--- src/rtl/verlet_step_sequencer.sv ---
// Frame scheduler for the rope/cloth node array: one Verlet strobe per frame, then
// NUM_ITERS solver passes over every adjacent node pair. Optional macro: PIN_ANCHOR_EN.
module verlet_step_sequencer #(
  parameter int NUM_NODES = 8,
  parameter int NUM_ITERS = 3,
  parameter int TIMEOUT   = 64,
  parameter int SEG_W     = $clog2(NUM_NODES)
) (
  input  logic                 clk,
  input  logic                 reset,
  input  logic                 start,
  input  logic                 solve_ack,
  output logic [NUM_NODES-1:0] verlet_en,
  output logic [NUM_NODES-1:0] fix_en,
  output logic                 solve_req,
  output logic [SEG_W-1:0]     seg_idx,
  output logic                 busy,
  output logic                 frame_done,
  output logic                 timeout_err,
  output logic                 overrun
);

  localparam int ITER_W = (NUM_ITERS > 1) ? $clog2(NUM_ITERS) : 1;
  localparam int TO_W   = (TIMEOUT > 1) ? $clog2(TIMEOUT) : 1;

  localparam logic [SEG_W-1:0]     LAST_SEG  = SEG_W'(NUM_NODES - 2);
  localparam logic [ITER_W-1:0]    LAST_ITER = ITER_W'(NUM_ITERS - 1);
  localparam logic [TO_W-1:0]      TO_LAST   = TO_W'(TIMEOUT - 1);
  localparam logic [NUM_NODES-1:0] PAIR      = NUM_NODES'(3);

  // An anchored node 0 never integrates and never takes solver corrections.
`ifdef PIN_ANCHOR_EN
  localparam logic [NUM_NODES-1:0] NODE_MASK = ~NUM_NODES'(1);
`else
  localparam logic [NUM_NODES-1:0] NODE_MASK = '1;
`endif

  typedef enum logic [2:0] {IDLE, VERLET, REQ, COMMIT, DONE} state_t;

  state_t                state_q, state_d;
  logic [SEG_W-1:0]      seg_q, seg_d;
  logic [ITER_W-1:0]     iter_q, iter_d;
  logic [TO_W-1:0]       tmo_q, tmo_d;
  logic                  timeout_err_q, timeout_err_d;
  logic                  overrun_q, overrun_d;
  logic [NUM_NODES-1:0]  verlet_en_q, verlet_en_d;
  logic [NUM_NODES-1:0]  fix_en_q, fix_en_d;
  logic                  solve_req_q, solve_req_d;
  logic                  busy_q, busy_d;
  logic                  frame_done_q, frame_done_d;

  // Outputs are decoded from the next state and registered, so they line up with the state.
  always_ff @(posedge clk or posedge reset) begin
    if (reset) begin
      state_q       <= IDLE;
      seg_q         <= '0;
      iter_q        <= '0;
      tmo_q         <= '0;
      timeout_err_q <= 1'b0;
      overrun_q     <= 1'b0;
      verlet_en_q   <= '0;
      fix_en_q      <= '0;
      solve_req_q   <= 1'b0;
      busy_q        <= 1'b0;
      frame_done_q  <= 1'b0;
    end else begin
      state_q       <= state_d;
      seg_q         <= seg_d;
      iter_q        <= iter_d;
      tmo_q         <= tmo_d;
      timeout_err_q <= timeout_err_d;
      overrun_q     <= overrun_d;
      verlet_en_q   <= verlet_en_d;
      fix_en_q      <= fix_en_d;
      solve_req_q   <= solve_req_d;
      busy_q        <= busy_d;
      frame_done_q  <= frame_done_d;
    end
  end

  always_comb begin
    state_d       = state_q;
    seg_d         = seg_q;
    iter_d        = iter_q;
    tmo_d         = tmo_q;
    timeout_err_d = timeout_err_q;
    overrun_d     = overrun_q | (start & (state_q != IDLE));
    unique case (state_q)
      IDLE: begin
        if (start) begin
          state_d = VERLET;
          seg_d   = '0;
          iter_d  = '0;
          tmo_d   = '0;
        end
      end
      VERLET: begin
        state_d = REQ;
        tmo_d   = '0;
      end
      REQ: begin
        if (solve_req_q && solve_ack) begin
          state_d = COMMIT;
        end else if (tmo_q == TO_LAST) begin
          state_d       = IDLE;
          timeout_err_d = 1'b1;
        end else begin
          tmo_d = tmo_q + 1'b1;
        end
      end
      COMMIT: begin
        tmo_d = '0;
        if (seg_q < LAST_SEG) begin
          seg_d   = seg_q + 1'b1;
          state_d = REQ;
        end else if (iter_q < LAST_ITER) begin
          seg_d   = '0;
          iter_d  = iter_q + 1'b1;
          state_d = REQ;
        end else begin
          state_d = DONE;
        end
      end
      DONE:    state_d = IDLE;
      default: state_d = IDLE;
    endcase
  end

  always_comb begin
    verlet_en_d  = (state_d == VERLET) ? NODE_MASK : '0;
    fix_en_d     = (state_d == COMMIT) ? ((PAIR << seg_d) & NODE_MASK) : '0;
    solve_req_d  = (state_d == REQ);
    busy_d       = (state_d != IDLE);
    frame_done_d = (state_d == DONE);
  end

  assign verlet_en   = verlet_en_q;
  assign fix_en      = fix_en_q;
  assign solve_req   = solve_req_q;
  assign seg_idx     = seg_q;
  assign busy        = busy_q;
  assign frame_done  = frame_done_q;
  assign timeout_err = timeout_err_q;
  assign overrun     = overrun_q;

endmodule

--- config.mk ---
export PLATFORM = sky130hd
export DESIGN_NAME = verlet_step_sequencer
export DESIGN_NICKNAME = d
export VERILOG_FILES = /design/src/rtl/verlet_step_sequencer.sv
export SDC_FILE = /design/constraint.sdc
export NUM_CORES = 1
export LEC_CHECK = 0
export BUFFER_PORTS_ARGS = -buffer_cell sky130_fd_sc_hd__buf_4
export CAP_MARGIN = 5
export CORE_AREA = 2 2 72 46
export DETAILED_ROUTE_END_ITERATION = 8
export DIE_AREA = 0 0 74 48
export GPL_ROUTABILITY_DRIVEN = 0
export GPL_TIMING_DRIVEN = 0
export PLACE_DENSITY = 0.7
export SETUP_SLACK_MARGIN = 0.02
export SYNTH_ARGS = -nofsm -noshare
export SYNTH_HDL_FRONTEND = slang
export SYNTH_SLANG_ARGS = --single-unit
--- constraint.sdc ---
create_clock -name clk -period 3.6 [get_ports clk]
set_clock_uncertainty 0.05 [all_clocks]
set_input_delay 0.36 -clock clk [delete_from_list [all_inputs] [get_ports clk]]
set_output_delay 0.36 -clock clk [all_outputs]
set_load 0.01 [all_outputs]
Word level (Yosys, flattened, before mapping)

Cells that the tools add are included.

Output and inout port bits: 24
Bits in registers: 35
Bits of input ports: 4

Reductions and logical operators: 10
Shifts and indexed selects: 1
Add/sub/neg operators: 3
Eq/ne operators: 13
Multiplexer cells: 20
Bitwise logic cells: 3
Order comparisons: 2

Operators by type and width:

| kind                | count |
|---|---|
| $mux 3              | 8 |
| $mux 6              | 3 |
| $pmux 6 s3          | 1 |
| $mux 8              | 2 |
| $eq 3x2->1 const B  | 4 |
| $pmux 3 s4          | 1 |
| $ne 2x2->1 const B  | 5 |
| $reduce_bool 3->1   | 3 |
| $reduce_and 4->1    | 2 |
| $shl 2x3->8 const A | 1 |
| $add 6x1->6 const B | 1 |
| $eq 3x1->1 const B  | 2 |
| $eq 6x6->1 const B  | 1 |
| $mux 2              | 3 |
| $pmux 3 s2          | 1 |
| $pmux 2 s2          | 1 |
| $add 3x1->3 const B | 1 |
| $eq 3x3->1 const B  | 1 |
| $logic_not 3->1     | 1 |
| $lt 3x3->1 const B  | 1 |
| $reduce_and 3->1    | 1 |
| $add 2x1->2 const B | 1 |
| $lt 2x2->1 const B  | 1 |
| $reduce_bool 2->1   | 1 |
| other kinds (5)     | 5 |

Longest topological paths before layout

Gate-level depths: netlist (run 1).

Depth in word-level cells: 6
Depth in mapped cells: 8

Worst setup path before layout (run 1)

Ideal clock, no wire load.

Kind: reg2reg
Start point: reg seg_q[1] (netlist: seg_idx[1])
End point: reg fix_en_q[6] (netlist: fix_en[6])
Period minus slack after synthesis: 1.732 ns
Path slack: 1.868 ns
Setup time: 0.120 ns
Path buffers: 0
Arrival time: 1.562 ns
Data required time: 3.430 ns
Cell stages (with the launch flop): 7
Cell sequence: dfrtp_1 ha_1 a21oi_1 o2bb2ai_1 inv_1 ha_1 and3_1

Word-level cells in the longest chain between the ends: 5
Elaborated cells between the ends (all ways): 11
Those cells by class: 1 x add/sub; 1 x order compare; 1 x eq/ne; 1 x shift; 7 x mux

RTL lines:

| what                                | RTL line | source |
|---|---|---|
| start, declared                     | 41       | `logic [SEG_W-1:0] seg_q, seg_d;` |
| start signal, assigned              | 68       | `seg_q <= seg_d;` |
| $add 3x1->3 (tied with other cells) | 114      | `seg_d = seg_q + 1'b1;` |
| $mux 3                              | 113      | `if (seg_q < LAST_SEG) begin` |
| $pmux 3 s2 *                        | 88       | `unique case (state_q)` |
| via seg_d[1]                        | 41       |  |
| $shl 2x3->8 *                       | 131      | `fix_en_d = (state_d == COMMIT) ? ((PAIR << seg_d) & NODE_MASK) : '0;` |
| $mux 8 *                            | 131      |  |
| via fix_en_d[6]                     | 47       | `logic [NUM_NODES-1:0] fix_en_q, fix_en_d;` |
| end signal, assigned                | 74       | `fix_en_q <= fix_en_d;` |
| end, declared                       | 47       |  |

The timed path passes the listed nets; every way through them passes the cells marked *.
A chain may end at the register's enable or synchronous reset.

Worst setup path in the final report (run 1)

Start point: reg state_q[2]
End point: reg fix_en_q[6] (netlist: fix_en[6])

Elaborated cells between the ends (all ways): 12
Those cells by class: 4 x eq/ne; 1 x shift; 6 x mux; 1 x reduce/logical

RTL lines:

| what                                                 | RTL line | source |
|---|---|---|
| start, declared                                      | 40       | `state_t state_q, state_d;` |
| start signal, assigned                               | 67       | `state_q <= state_d;` |
| $eq 3x2->1 / $logic_not 3->1 (equally long branches) | 88       |  |
| $pmux 3 s2 *                                         | 88       |  |
| via seg_d[1]                                         | 41       |  |
| $shl 2x3->8 *                                        | 131      |  |
| $mux 8 *                                             | 131      |  |
| via fix_en_d[6]                                      | 47       |  |

Marked as above.

==> metrics list, run 1 <==
- The run finished with clean final reports.
- Summing the areas of all xor and xnor instances in the mapped netlist gives 0% of the synthesized area.
- Global routing used 19.9% of the available tracks across all layers.
- The endpoint identified for the worst register-to-register timing path is fix_en[6].
* Area fraction in and, or, nand and nor cells after synthesis: 22.3%
- Worst skew pair latency: 270 ps
- Highest fanout seen on the critical path: 10
- Summing the areas of all compound-gate instances in the mapped netlist gives 12.6% of the synthesized area.
- The tree built by TritonCTS fans out to 28 sinks.
* Destination of the critical timing path: fix_en[6]
- Mapped cell area: 0.00142 mm²
- The count of final hold-check violations came to 0.
- Number of DRC markers in iteration 0: 58
- Worst setup path startpoint: state_q[2]
* Worst slack at placement: 1590 ps
- P_leak: 0.852 nW
- The worst setup path is launched from a flop.
- Number of buffers created by CTS: 3
- In the detailed route, the total length drawn on met3 is 201 µm.
- The worst setup path is captured at a flop.
- Worst-case reg-to-reg path depth: 7
- Clock edge transition at the registers on the reported setup and hold paths: 90 ps
* Main combinational cell family by area after synthesis: simple AND/OR/NAND/NOR gates
- CTS tree: done
- In this run the worst hold path is classified as primary input to async pin.
- Uppermost metal layer occupied by signal nets: met4
- The share of synthesized area in the top cell type comes to 49.5%.
- Share of flip-flops with an asynchronous set or reset: 100%
* Syn avg cell area: 9.97 µm²
- Worst ir drop on vdd: 0.306 mV
- Worst-margin pin slew: 1050 ps
* Number of top-level pins: 28
* Post-Synth Adder-Cell Area: 3.54%
* Die span in y: 48 µm
* Fmax achieved: 483 MHz
- Setup repair after global routing missed its margin: false
* Proportion of synthesized chip area in sequential cells: 49.5%
- Data arrival time at the worst-slack endpoint: 2190 ps
* Synth area leaders: dfrtp_1, mux2i_1, buf_4
- Die ar.: 0.00355 mm²
- The setup check on the worst reg-to-reg path leaves a slack of 1530 ps.
- Yosys printed 0 warnings.
* Total length of routed met2 wires: 1.37 mm
- In this run, post-CTS repair resized a total of 0 instances.
- Detail-routed via count per cell: 5.35
* Number of storage elements in the synthesis netlist: 28
- The HPWL after detailed placement is 2.31 mm.
* Minimum period implied by the final worst setup slack: 2070 ps
- Final worst slack: 1530 ps
- Final-report max-slew violation count: 0
* Synth Instances: 142
* DRC violation count after routing: 0
- Total grt overflow: 0
- The worst register-to-register path begins at state_q[2].
- Setup violation total in the final timing report: 0
- 0 antenna diodes ended up in the layout.
- The first global-routing pass estimated 5.17 mm of wire.
* Site Rows: 15
- Count of nets after finishing: 182
- Post-synthesis mux area share: 4.24%
- Number of post-CTS setup repair buffers: 0
* Met1 Routed Length: 1.48 mm
- For this design the ratio of total power to cell area is 738 mW/mm².
* H-tree depth: 1
- Wire length reported by the detailed router: 3.10 mm
* Vias after detailed routing: 1151
* Final ANT Viol Nets: 0
- Counting flops with a built-in enable in the synthesized netlist gives 0.
- The die is 74 µm wide.
- Most common cell in the synthesized netlist: dfrtp_1
- Ranked by instance count, the synthesized netlist is headed by dfrtp_1, nand2_1, nor2_1, inv_1, a21oi_1.
* Synth-to-Final Area Change: 21.9%
* Wire length per cell after detailed routing: 14.4 µm
- Unique masters post-synth: 42
- For this run, the leading register cell type out of synthesis is dfrtp_1.
- Adding up every negative setup slack in the final design gives 0 ps.
- The number of nets in the synthesized netlist is 150.
- Fraction of final layout cells with drive strength greater than 1: 24.9%
- Initial cell density of the core: 49.9%
* Category of the most critical setup path: flop to flop
- After floorplanning, the core was sized to cover 0.00283 mm².
- Maximum number of pins on one net before global-route repair: 29
- Master cell of the clock root buffer: clkbuf_8
* Number of antenna violations at the first check in global routing: 0
- Post-synth top area cell: dfrtp_1
- Via count of the first global-routing pass: 1089
* Length of the first detailed-routing pass in iterations: 4
- Final clock period utilization by the worst path: 57.5%
- Hold repair after CTS inserted 0 buffers.
- During placement, the flow inserted port buffers numbering 27.
* Max-capacitance violation count: 0
* Relative slew slack: 29.9%
- Counting along the longest clock path gives a buffer depth of 2.
* Data required time at the worst endpoint: 3720 ps
==> cell families (layout without fill, tap and decap cells) <==
| family | count (synthesis) | count (layout) |
|---|---|---|
| AOI/OAI and AO/OA | 26 | 26 |
| muxes | 6 | 6 |
| buffers and inverters | 20 | 51 |
| and+or+nand+nor | 58 | 58 |
| DFF | 28 | 28 |
| adders and majority gates | 4 | 4 |
==> cells in the final DEF, fill, tap and decap left out, types with 2 or more instances in the layout <==
cell and instances:
inv_1 9, and3_1 4, a21oi_1 8, nor4bb_1 2, or3_1 2, nand3_1 4
nand3b_1 4, nor3_1 3, clkbuf_1 2, o21ai_0 4, buf_4 34, nor2_1 11
dfrtp_1 28, mux2i_1 6, clkbuf_8 4, nand2_1 12, nand2b_1 7, ha_1 4
==> final cells by class <==
class,instances,area (µm²)
buffer,11,76.3
clock buffer,4,55.1
fill,243,1110
inverter,9,33.8
multi-input combinational,94,604
sequential,28,701
tap,42,52.6
timing repair buffer,27,203
==> critical path, stage by stage, from the launching register on <==
cell	delay [ps]
dfrtp_1	330
buf_2	190
nand3b_1	250
a21boi_1	290
o2bb2ai_1	270
inv_1	140
ha_1	310
and3_1	140
==> per-layer routing <==
layer	up-vias	global-route usage [%]
li1	550	-
met3	8	5.47
met5	-	0
met4	0	6.18
met1	549	29.5
met2	44	28.2
==> state kept, by name, summed over array words and instances, names as in the netlist <==
name         cells
state_q          3
tmo_q            6
timeout_err      1
frame_done       1
overrun          1
seg_idx          3
busy             1
verlet_en        1
iter_q           2
solve_req        1
fix_en           8
==> through the flow <==
stage,cell area [µm²],std cells,utilization (%),hold slack (ps),power (mW)
global route,1730,215,60.9,296,1.38
floorplan,1420,142,-,375,0.874
detailed placement,1670,211,58.9,410,1.08
finish,1730,215,60.9,292,1.27
global placement,1670,211,58.9,400,1.05
CTS,1730,215,60.9,285,1.28
==> power by group <==
group          internal (mW)  total (mW)  switching, mW  leakage, nW
Combinational          0.262       0.602          0.340        0.465
Clock                 0.0978       0.190         0.0924       0.0288
Sequential             0.400       0.481         0.0805        0.359
==> worst min-delay path by stage <==
stage,start,endpoint,slack [ps],cells after the start
after global routing,start,overrun,300,3
after CTS,start,overrun,290,3
after floorplan,reset,busy,380,1
final,reset,fix_en[2],290,2
after detailed placement,timeout_err,timeout_err,410,1
after global placement,overrun,overrun,400,1
Power figures use the tool's default switching activity.
==> run 2, diff against run 1 <==
==> constraint.sdc (replaced) <==
create_clock -name clk -period 2.11 [get_ports clk]
set_clock_uncertainty 0.05 [all_clocks]
set_input_delay 0.211 -clock clk [delete_from_list [all_inputs] [get_ports clk]]
set_output_delay 0.211 -clock clk [all_outputs]
set_load 0.01 [all_outputs]
==> metrics list, run 2 (same netlist as run 1, synthesis figures left out) <==
* Final-report max-slew violation count: 0 (unchanged)
- Wire length of the first global-routing pass: 5.17 mm (unchanged)
- HPWL after detailed placement: 2.31 mm (unchanged)
* P_leak: 0.854 nW (+0.23%)
- Most frequent cells in the layout: buf_4, dfrtp_1, nand2_1, nor2_1, inv_1
- The most critical setup path has its endpoint at fix_en[6].
* Number of buffers created by CTS: 3 (unchanged)
- Final clock period utilization by the worst path: 95.0% (+37 points)
- Data arrival time at the worst-slack endpoint: 2120 ps (-70 ps)
- Category of the most critical setup path: flop to flop
- Relative slew slack: 29.8% (-0.16 points)
- The row count came to 15 (unchanged).
* Floorplan core area: 0.00283 mm² (unchanged)
- The highest ir drop seen on vdd is 0.549 mV (+79%).
- The detailed-route wire length per cell was 14.6 µm (+0.94%).
* Data required time at the worst endpoint: 2220 ps (-1500 ps)
* Result of the run: finished, final reports clean
- Number of sinks handled by clock tree synthesis: 28 (unchanged)
* H-tree depth: 1 (unchanged)
- Overall die width: 74 µm (unchanged)
- The worst-margin pin slew came to 1050 ps (+2.40 ps).
- The wire length after detailed routing is 3.13 mm (+0.94%).
* DRC violation count after routing: 0 (unchanged)
- Minimum setup slack among reg-to-reg paths: 110 ps (-1420 ps)
- Count of nets after finishing: 182 (unchanged)
- The overall overflow remaining after global route came to 0 (unchanged).
* Worst skew pair latency: 270 ps (about the same)
- Highest fanout seen on the critical path: 10 (unchanged)
- FILL cells: 241 (-0.82%)
- Die ar.: 0.00355 mm² (unchanged)
* Setup violation total in the final timing report: 0 (unchanged)
* Maximum clock path buffer count: 2 (unchanged)
- The average vias per placed instance came to 5.32 (-0.70%).
- Length of the first detailed-routing pass in iterations: 4 (unchanged)
* Fraction of final layout cells with drive strength greater than 1: 26.6% (+1.7 points)
* Worst-case reg-to-reg path depth: 7 (unchanged)
* Class of the most critical hold timing path: primary input to flop
- Minimum period implied by the final worst setup slack: 2000 ps (-65.9 ps)
- Number of antenna violations at the first check in global routing: 0 (unchanged)
- Most common cell after layout, fill and taps aside: buf_4
* Total count of hold-check failures in the final report: 0 (unchanged)
* Via count of the first global-routing pass: 1089 (unchanged)
- STA classifies the critical path endpoint as a flop.
- The final instance count without filler cells was 215 (unchanged).
- Synth-to-Final Area Change: 22.8%
* Number of buffers added to fix hold violations after cts: 0 (unchanged)
* Vias after detailed routing: 1143 (-0.70%)
* Cell total after placement: 211 (unchanged)
- Number of port buffers: 27 (unchanged)
* Number of antenna diodes: 0 (unchanged)
* Master cell of the clock root buffer: clkbuf_8
* Clock edge transition at the registers on the reported setup and hold paths: 90 ps (about the same)
* Critical Path Source Type: flop
- CTS tree: done
* Worst hold stages: 3
- Worst setup path startpoint: state_q[2]
- The flip-flop count of the largest register, all copies and words added was 8 (unchanged).
* Accumulated negative setup slack: 0 ps (unchanged)
- In this run the critical register-to-register path is launched from state_q[2].
- The maximum number of pins on one net before global-route repair is 29 (unchanged).
- Die span in y: 48 µm (unchanged)
- The upper clock frequency limit is 499 MHz (+3.3%).
* Number of post-CTS setup repair buffers: 0 (unchanged)
- Initial cell density of the core: 49.9% (unchanged)
- Post-cts gate resize count: 0 (unchanged)
* Number of DRC markers in iteration 0: 65 (+12%)
- The global-route usage over all layers came to 19.9% (unchanged).
- Max-capacitance violation count: 0 (unchanged)
* Number of top-level pins: 28 (unchanged)
- Finished Core Util: 61.3% (+0.44 points)
- In this run the critical register-to-register path is captured at fix_en[6].
* Final ANT Viol Nets: 0 (unchanged)
- Power density over the cells: 1270 mW/mm² (+72%)
## run 2: layer usage
layer / GRT usage [%] / part of all wire (%) / vias up
met1: 29.5 / 48 / 537
met3: 5.47 / 7.0 / 7
met2: 28.2 / 43 / 47
met5: 0 / 0 / -
met4: 6.18 / 1.3 / 0
li1: - / - / 552
## run 2: final cells by class
type,instances,area (µm²),share of cell area (%)
multi-input combinational,94,617,35.5
buffer,11,76.3,4.39
timing repair buffer,27,203,11.7
inverter,9,33.8,1.94
sequential,28,701,40.3
clock buffer,4,55.1,3.17
tap,42,52.6,3.02
## run 2: where the power goes
part | switching, mW | internal (mW)
clock network | 0.158 | 0.167
logic | 0.600 | 0.458
registers | 0.139 | 0.683
## run 2: critical path, stage by stage (launching register included)
cell and delay, ps:
dfrtp_1 360, buf_2 160, nand3b_1 310, nor2_2 270
nor2_1 90, a21o_1 200, ha_1 300, and3_1 150
## run 2: worst min-delay path by stage
stage	startpoint	end	slack, ps
after floorplan	reset	busy	230
after global placement	overrun	overrun	400
after detailed placement	timeout_err	timeout_err	410
after CTS	start	overrun	140
after global routing	start	overrun	150
final	start	overrun	140
## run 2: through the flow
stage / instance area [µm²] / worst slack (ps) / power [mW] / hold WS [ps]
global placement: 1670 / 157 / 1.80 / 400
CTS: 1730 / 72.6 / 2.18 / 136
floorplan: 1420 / 378 / 1.49 / 226
finish: 1740 / 106 / 2.20 / 141
global route: 1740 / -0.397 / 2.38 / 147
detailed placement: 1670 / 104 / 1.85 / 410
